**src/rtl/weight_rotate_register.sv**
```systemverilog
// weight_rotate_register: serially loaded weight bank with circular rotation and fill tracking
module weight_rotate_register #(
    parameter int WIDTH = 32,
    parameter int DEPTH = 8,
    parameter int CNT_W = 4
) (
    input  logic                   CLK,
    input  logic                   reset,
    input  logic                   clear,
    input  logic                   shift_en,
    input  logic                   rotate_en,
    input  logic [WIDTH-1:0]       D,
    output logic [WIDTH-1:0]       Q,
    output logic [WIDTH*DEPTH-1:0] Q_all,
    output logic [CNT_W-1:0]       count,
    output logic                   full,
    output logic                   empty,
    output logic                   overflow,
    output logic                   rot_done
);
    logic [WIDTH*DEPTH-1:0] mem, nxt, sh;
    logic [CNT_W-1:0]       cnt, cnt_n, ptr, ptr_n, last;
    logic                   ovf_n, rd_n;

    assign sh   = mem >> WIDTH;
    assign last = cnt - 1'b1;

    // State register: entries, fill level, rotation phase and event pulses
    always_ff @(posedge CLK or posedge reset) begin
        if (reset) begin
            mem      <= '0;
            cnt      <= '0;
            ptr      <= '0;
            overflow <= 1'b0;
            rot_done <= 1'b0;
        end else begin
            mem      <= nxt;
            cnt      <= cnt_n;
            ptr      <= ptr_n;
            overflow <= ovf_n;
            rot_done <= rd_n;
        end
    end

    // Next state: clear beats load beats rotate; one operation per cycle
    always_comb begin
        nxt   = mem;
        cnt_n = cnt;
        ptr_n = ptr;
        ovf_n = 1'b0;
        rd_n  = 1'b0;
        if (clear) begin
            nxt   = '0;
            cnt_n = '0;
            ptr_n = '0;
        end else if (shift_en) begin
            if (full) begin
                ovf_n = 1'b1;
            end else begin
                for (int i = 0; i < DEPTH; i++)
                    if (CNT_W'(i) == cnt) nxt[i*WIDTH +: WIDTH] = D;
                cnt_n = cnt + 1'b1;
                ptr_n = '0;
            end
        end else if (rotate_en && !empty) begin
            for (int i = 0; i < DEPTH; i++)
                if (CNT_W'(i) == last) nxt[i*WIDTH +: WIDTH] = mem[WIDTH-1:0];
                else if (CNT_W'(i) < last) nxt[i*WIDTH +: WIDTH] = sh[i*WIDTH +: WIDTH];
            rd_n  = ptr == last;
            ptr_n = rd_n ? '0 : ptr + 1'b1;
        end
    end

    assign Q     = mem[WIDTH-1:0];
    assign Q_all = mem;
    assign count = cnt;
    assign full  = cnt == CNT_W'(DEPTH);
    assign empty = cnt == '0;
endmodule

```
**config.mk**
```make
export PLATFORM = sky130hd
export DESIGN_NAME = weight_rotate_register
export DESIGN_NICKNAME = d
export VERILOG_FILES = /design/src/rtl/weight_rotate_register.sv
export SDC_FILE = /design/constraint.sdc
export NUM_CORES = 1
export LEC_CHECK = 0
export BUFFER_PORTS_ARGS = -buffer_cell sky130_fd_sc_hd__clkbuf_2
export CELL_PAD_IN_SITES_DETAIL_PLACEMENT = 1
export CELL_PAD_IN_SITES_GLOBAL_PLACEMENT = 1
export CORE_MARGIN = 1.5
export CORE_UTILIZATION = 46
export CTS_BUF_LIST = sky130_fd_sc_hd__clkbuf_8
export DETAILED_ROUTE_END_ITERATION = 16
export HOLD_SLACK_MARGIN = 0.02
export PLACE_DENSITY_LB_ADDON = 0.1
export SLEW_MARGIN = 30
export SYNTH_ARGS = -nofsm -noshare
export SYNTH_HDL_FRONTEND = slang
export SYNTH_SLANG_ARGS = --single-unit
```
**constraint.sdc**
```tcl
create_clock -name CLK -period 18.94 [get_ports CLK]
set_input_delay 0.947 -clock CLK [delete_from_list [all_inputs] [get_ports CLK]]
set_output_delay 0.947 -clock CLK [all_outputs]
set_load 0.02 [all_outputs]
```
==> results of run 1 <==
-- state kept, by name (all words and copies together) (netlist names) --
signal / flops
Q_all: 256
count: 4
overflow: 1
ptr: 4
rot_done: 1
-- cell type report --
cell class,count,area [um^2]
sequential,266,6660
clock inverter,24,103
timing repair buffer,361,1930
clock buffer,65,895
inverter,41,161
tap,435,544
multi-input combinational,1067,7390
fill,3674,14100
-- logic make-up after synthesis --
| family | share of synthesized area, % |
|---|---|
| AOI/OAI and AO/OA | 26.7 |
| xor gates and xnor gates | 0.737 |
| adders and majority gates | 0.653 |
| buffers and inverters | 7.09 |
| DFF | 44.6 |
| muxes | 4.77 |
| and+or+nand+nor | 15.5 |
-- worst paths after layout --
| check | start | to | slack, ns | cells after the start |
|---|---|---|---|---|
| min in group CLK | Q_all[175] | Q_all[175] | 0.51 | 1 |
| worst max-delay path | count[0] | Q_all[90] | 14.30 | 7 |
| worst min register to register | Q_all[175] | Q_all[175] | 0.51 | 1 |
| worst max register to register | count[0] | Q_all[90] | 14.30 | 7 |
| max in group asynchronous | reset | Q_all[239] | 16.47 | 5 |
| worst min-delay path | reset | Q_all[225] | 0.44 | 2 |
-- power breakdown --
group          internal, mW  switching (mW)  leakage (nW)
combinational         0.168           0.354          4.34
sequential            0.648           0.104          3.51
clock                 0.306           0.261         0.586
total                  1.12           0.719          8.44
-- cells in the mapped netlist, types with 33 or more instances --
cell,n,area [um^2]
sky130_fd_sc_hd__nand2_1,167,627
sky130_fd_sc_hd__o21ai_0,57,285
sky130_fd_sc_hd__o31ai_1,128,961
sky130_fd_sc_hd__a21o_1,69,518
sky130_fd_sc_hd__and2_1,64,400
sky130_fd_sc_hd__mux2i_1,33,330
sky130_fd_sc_hd__nor3b_1,34,255
sky130_fd_sc_hd__nor3_1,66,330
sky130_fd_sc_hd__nor2_1,76,285
sky130_fd_sc_hd__clkbuf_1,110,413
sky130_fd_sc_hd__buf_4,38,285
sky130_fd_sc_hd__a221oi_1,64,561
sky130_fd_sc_hd__dfrtp_1,266,6660
sky130_fd_sc_hd__mux2_2,34,383
sky130_fd_sc_hd__inv_1,41,154
sky130_fd_sc_hd__o2bb2ai_1,33,289
-- critical path, stage by stage, from the launching register on --
cell	delay (ns)
sky130_fd_sc_hd__dfrtp_1	0.83
sky130_fd_sc_hd__inv_1	0.24
sky130_fd_sc_hd__ha_1	0.45
sky130_fd_sc_hd__or2_2	0.37
sky130_fd_sc_hd__o21ai_0	0.56
sky130_fd_sc_hd__a2111o_2	0.86
sky130_fd_sc_hd__nand2_2	0.80
sky130_fd_sc_hd__o2bb2ai_1	0.37
-- stage by stage --
step | setup WS [ns] | cells | hold WS (ns)
finish | 14.30 | 2259 | 0.443
floorplan | 10.67 | 1560 | 0.490
global route | 14.17 | 2259 | 0.486
global placement | 14.06 | 2165 | 0.490
detailed placement | 13.85 | 2166 | 0.496
CTS | 14.44 | 2255 | 0.474
-- metal layers --
metal  GRT usage (%)  wire, um  vias up
li1                -         -     6253
met1            46.7     24500     7405
met2            56.0     27900      677
met3            5.46      4160      112
met4            12.5      1670        2
met5               0        13        -
==> results.toml, run 1 <==
[status]
result_of_the_run = "finished, final reports clean"

[clocking]
cts.htree.levels = 2
post-cts-setup-buffers = 0
cts-buffers-inserted = 49
cts_hold_buffers = 0
root_buffer = "sky130_fd_sc_hd__clkbuf_8"
clkSinkCount = 266
insertion_delay_ns = 0.58
clkTransAtPathRegs_ns = 0.06
tritoncts_clock_tree = "done"
clock_path_buffers = 3
post_cts.resized_instances = 0

[floorplanning]
core.rowCount = 65
floorplan.die.width_um = 183
die_area_um2 = 33600
core_region_area_um2 = 31800
initial_utilization_pct = 47.0
boundaryPins = 333
die_height_um = 183

[synthesis]
number_of_enable_type_register_cells_in_the_synthesized_netlist = 0
synthesis.area_um2 = 14900
avgSynthCellArea_um2 = 9.58
ys_ff_latch = 266
synth_async_sr_flop_share_pct = 100
number_of_distinct_library_cells_after_synthesis = 59
syn_inst = 1560
ys.warnings.count = 0
synthesis.nets = 1604
synth_sequential_area_ratio_pct = 44.6
most_common_flop_cell_mapped_by_yosys = "sky130_fd_sc_hd__dfrtp_1"

[sta]
maxSlewHeadroom_pct = 30.2
maxSlewViolCount = 0
fin_tns_setup_ns = 0
grt_setup_unrepaired = "false"
finalHoldViolations = 0
skew_ns = 0.0213
timing_worst_slew_pin_value_ns = 1.05
min_period_ns = 4.64
period_share_pct = 24.5
fmax_achieved_mhz = 215
setup_viol = 0

[power]
total_power_mw = 1.84
leakagePower_nw = 8.44
power_density_over_cell_area_nw_per_um2 = 104
vdd_ir_drop_max_mv = 0.0550

[drt]
vias = 14400
detailedRoute.firstPassIterationCount = 6
drt_first_iter_violations = 1308
route.final.wire_length_um = 58300
ant_nets = 0
residual_drc_count = 0
dr_vias_cell = 6.40
wire_length_per_cell_um = 25.8

[layout]
layout-drive-gt1-share_pct = 27.2
layout_commonest_cell = "sky130_fd_sc_hd__clkbuf_2"
top_library_cells_by_usage_in_the_layout_fill_and_taps_aside = "sky130_fd_sc_hd__clkbuf_2 (330), sky130_fd_sc_hd__dfrtp_1 (266), sky130_fd_sc_hd__nand2_1 (166), sky130_fd_sc_hd__o31ai_1 (128), sky130_fd_sc_hd__nor2_1 (75)"
flow.area_growth_from_synthesis_pct = 18.4
nets_finish = 1830
finalCoreUtilization_pct = 55.6
final_area_um2 = 17700
antenna-diode-count = 0

[min_path]
timing.hold.worst.class = "primary input to asynchronous set/reset pin"

[setup_path]
worst_setup_path_start_kind = "register"
cp.required_ns = 19.38
path_max_fanout = 33
cp.arrival_ns = 5.08
worstSetupPathType = "register to register"
worstSetupEndpointType = "register"

[placement]
final_hpwl_from_detailed_placement_um = 35900
placed_cell_area_um2 = 16600
port_buffers = 332
place_congestion = 0.823

[global_route]
grt_pass1_wl_um = 89700
via_count_of_the_first_global_routing_pass = 14900
grt_start_max_net_pins = 132
grt_util_all_layers_pct = 34.5
grt_ovf = 0
initial_antenna_violation_count = 1

[flow_run]
cap_viol_max_count = 0
Power figures use the tool's default switching activity.
==> inputs of run 2 (changes only) <==
--- a/config.mk
+++ b/config.mk
@@ -9,7 +9,7 @@
 export CELL_PAD_IN_SITES_DETAIL_PLACEMENT = 1
 export CELL_PAD_IN_SITES_GLOBAL_PLACEMENT = 1
 export CORE_MARGIN = 1.5
-export CORE_UTILIZATION = 46
+export CORE_UTILIZATION = 39
 export CTS_BUF_LIST = sky130_fd_sc_hd__clkbuf_8
 export DETAILED_ROUTE_END_ITERATION = 16
 export HOLD_SLACK_MARGIN = 0.02
==> constraint.sdc (replaced) <==
create_clock -name CLK -period 4.25 [get_ports CLK]
set_input_delay 0.2125 -clock CLK [delete_from_list [all_inputs] [get_ports CLK]]
set_output_delay 0.2125 -clock CLK [all_outputs]
set_load 0.02 [all_outputs]
==> run 2 against run 1 <==
- worst setup slack worse by 14 ns
- routed wire length up 2.8%
- clock power rose to 4.5 times the previous value
- critical path type unchanged
- largest cell class unchanged
==> results.toml, run 2 (synthesized netlist as in run 1, its figures left out) <==
[status]
result_of_the_run = "finished, final reports clean"

[setup_path]
cp.arrival_ns = 4.29
cpLargestDelayFamily = "compound AO/OA/AOI/OAI gates"
path_max_fanout = 18
worstSetupEndpointType = "register"
worstSetupPathType = "register to register"
crit_chain = "inv_1 -> ha_1 -> nand2b_1 -> o21ai_0 -> a32oi_4 -> buf_4 -> a221oi_1 -> o31ai_1"
cp.required_ns = 4.75
critical_path.n_buffers_inverters = 2
crit_path_top_delay_cell = "sky130_fd_sc_hd__a32oi_4"
worst_setup_path_start_kind = "register"
slowest_delay_ns = 0.90

[clocking]
clock_path_buffers = 3
clkTransAtPathRegs_ns = 0.06
cts-buffers-inserted = 48
clkSinkCount = 266
root_buffer = "sky130_fd_sc_hd__clkbuf_8"
insertion_delay_ns = 0.60
tritoncts_clock_tree = "done"
cts.htree.levels = 2

[power]
power_density_over_cell_area_nw_per_um2 = 453
leakagePower_nw = 8.66
netSwitchingFraction_pct = 39.0
intPower_mw = 5.06
power.share.combinational_pct = 28.6
clock_power_share_pct = 30.9
vdd_ir_drop_max_mv = 0.193
power.share.sequential_pct = 40.5
switching_power_mw = 3.23

[drt]
drt_first_iter_violations = 979
detailedRoute.firstPassIterationCount = 7
vias = 14300
dr_vias_cell = 6.02
residual_drc_count = 0
route.final.wire_length_um = 59900
ant_nets = 0
wire_length_per_cell_um = 25.2

[layout]
layout_commonest_cell = "sky130_fd_sc_hd__clkbuf_2"
nets_finish = 1871
layout.filler_cells = 4399
flow.area_growth_from_synthesis_pct = 22.5
top_library_cells_by_usage_in_the_layout_fill_and_taps_aside = "sky130_fd_sc_hd__clkbuf_2 (330), sky130_fd_sc_hd__dfrtp_1 (266), sky130_fd_sc_hd__nand2_1 (166), sky130_fd_sc_hd__o31ai_1 (128), sky130_fd_sc_hd__nor2_1 (75)"
final_area_um2 = 18300
largest_register_ffs = 256
layout-drive-gt1-share_pct = 27.2

[sta]
min_period_ns = 3.79
period_share_pct = 89.3
skew_ns = 0.0201
fmax_achieved_mhz = 264
maxSlewViolCount = 0
timing_worst_slew_pin_value_ns = 1.07
grt_setup_unrepaired = "false"
maxSlewHeadroom_pct = 28.1
finalHoldViolations = 0
setup_viol = 0
fin_tns_setup_ns = 0

[global_route]
initial_antenna_violation_count = 1
grt_util_all_layers_pct = 30.0
grt_ovf = 0
grt_pass1_wl_um = 90300
grt_start_max_net_pins = 98
via_count_of_the_first_global_routing_pass = 14700

[floorplanning]
floorplan.die.width_um = 199
die_area_um2 = 39500
die_height_um = 199
initial_utilization_pct = 39.7
core.rowCount = 71
boundaryPins = 333
core_region_area_um2 = 37700

[placement]
port_buffers = 332
placed_cell_area_um2 = 16900
place_congestion = 0.877
final_hpwl_from_detailed_placement_um = 38600

[min_path]
timing.hold.worst.class = "primary input to register"

[flow_run]
cap_viol_max_count = 0
[run 2: changes by cell type in the layout (fill, tap and decap cells not counted), moves of 2 or more]
cell | before | now
sky130_fd_sc_hd__buf_8 | 5 | 2
sky130_fd_sc_hd__dlygate4sd3_1 | 0 | 33
sky130_fd_sc_hd__buf_12 | 1 | 10
sky130_fd_sc_hd__clkinvlp_4 | 0 | 3
sky130_fd_sc_hd__buf_4 | 25 | 27
[run 2: routing by layer]
| metal | wire length (um) | track usage, % | share of wire, % |
|---|---|---|---|
| met1 | 26100 | 39.9 | 44 |
| met2 | 28400 | 49.5 | 47 |
| met3 | 3630 | 4.93 | 6.1 |
| met4 | 1760 | 10.1 | 2.9 |
| met5 | 0 | 0 | 0 |
[run 2: area by class of cell]
class | instances | area [um^2] | area share, %
diodes | 1 | 2.50 | 0.0137
clock buffers | 66 | 908 | 4.96
clock inverters | 24 | 105 | 0.574
inverters | 41 | 158 | 0.861
multi-input cells | 1067 | 7390 | 40.4
flip-flops and latches | 266 | 6660 | 36.4
well taps | 511 | 639 | 3.49
repair buffers | 403 | 2440 | 13.3
[run 2: through the flow]
stage | setup WS, ns | std cells | power [mW] | util, % | hold WS, ns
2_1_floorplan | 0.526 | 1560 | 4.75 | - | 0.417
3_3_place_gp | 0.740 | 2252 | 5.67 | 44.9 | 0.456
3_5_place_dp | 0.488 | 2254 | 5.74 | 44.9 | 0.227
4_1_cts | 0.492 | 2377 | 8.33 | 48.5 | 0.0221
5_1_grt | 0.285 | 2379 | 8.66 | 48.6 | 0.0571
6_report | 0.456 | 2379 | 8.29 | 48.6 | 0.0585
[run 2: power by group through the flow]
stage / sequential [mW] / clock (mW) / combinational, mW
finish: 3.36 / 2.56 / 2.37
global route: 3.40 / 2.71 / 2.55
CTS: 3.35 / 2.61 / 2.37
floorplan: 3.65 / 0 / 1.10
detailed placement: 3.39 / 0 / 2.34
global placement: 3.39 / 0 / 2.28
[run 2: what timing repair did]
action	CTS	global route
hold buffers	33	0
gates resized for setup	0	0
setup buffers	0	0
hold endpoints to repair	100	0
[run 2: path summary, 6_finish.rpt]
kind | startpoint | slack (ns) | depth (start not counted) | to
worst max-delay path | count[0] | 0.46 | 8 | Q_all[223]
worst min-delay path | clear | 0.06 | 2 | count[3]
worst max register to register | count[0] | 0.46 | 8 | Q_all[223]
worst min register to register | Q_all[171] | 0.51 | 1 | Q_all[171]
max in group asynchronous | reset | 2.97 | 5 | Q_all[240]
min in group asynchronous | reset | 0.16 | 3 | ptr[2]
[run 2: worst register-to-register path: stages, from the launching register on]
cell and delay (ns):
sky130_fd_sc_hd__dfrtp_1 0.69, sky130_fd_sc_hd__inv_1 0.22, sky130_fd_sc_hd__ha_1 0.43, sky130_fd_sc_hd__nand2b_1 0.26, sky130_fd_sc_hd__o21ai_0 0.34, sky130_fd_sc_hd__a32oi_4 0.90, sky130_fd_sc_hd__buf_4 0.42, sky130_fd_sc_hd__a221oi_1 0.15
sky130_fd_sc_hd__o31ai_1 0.30
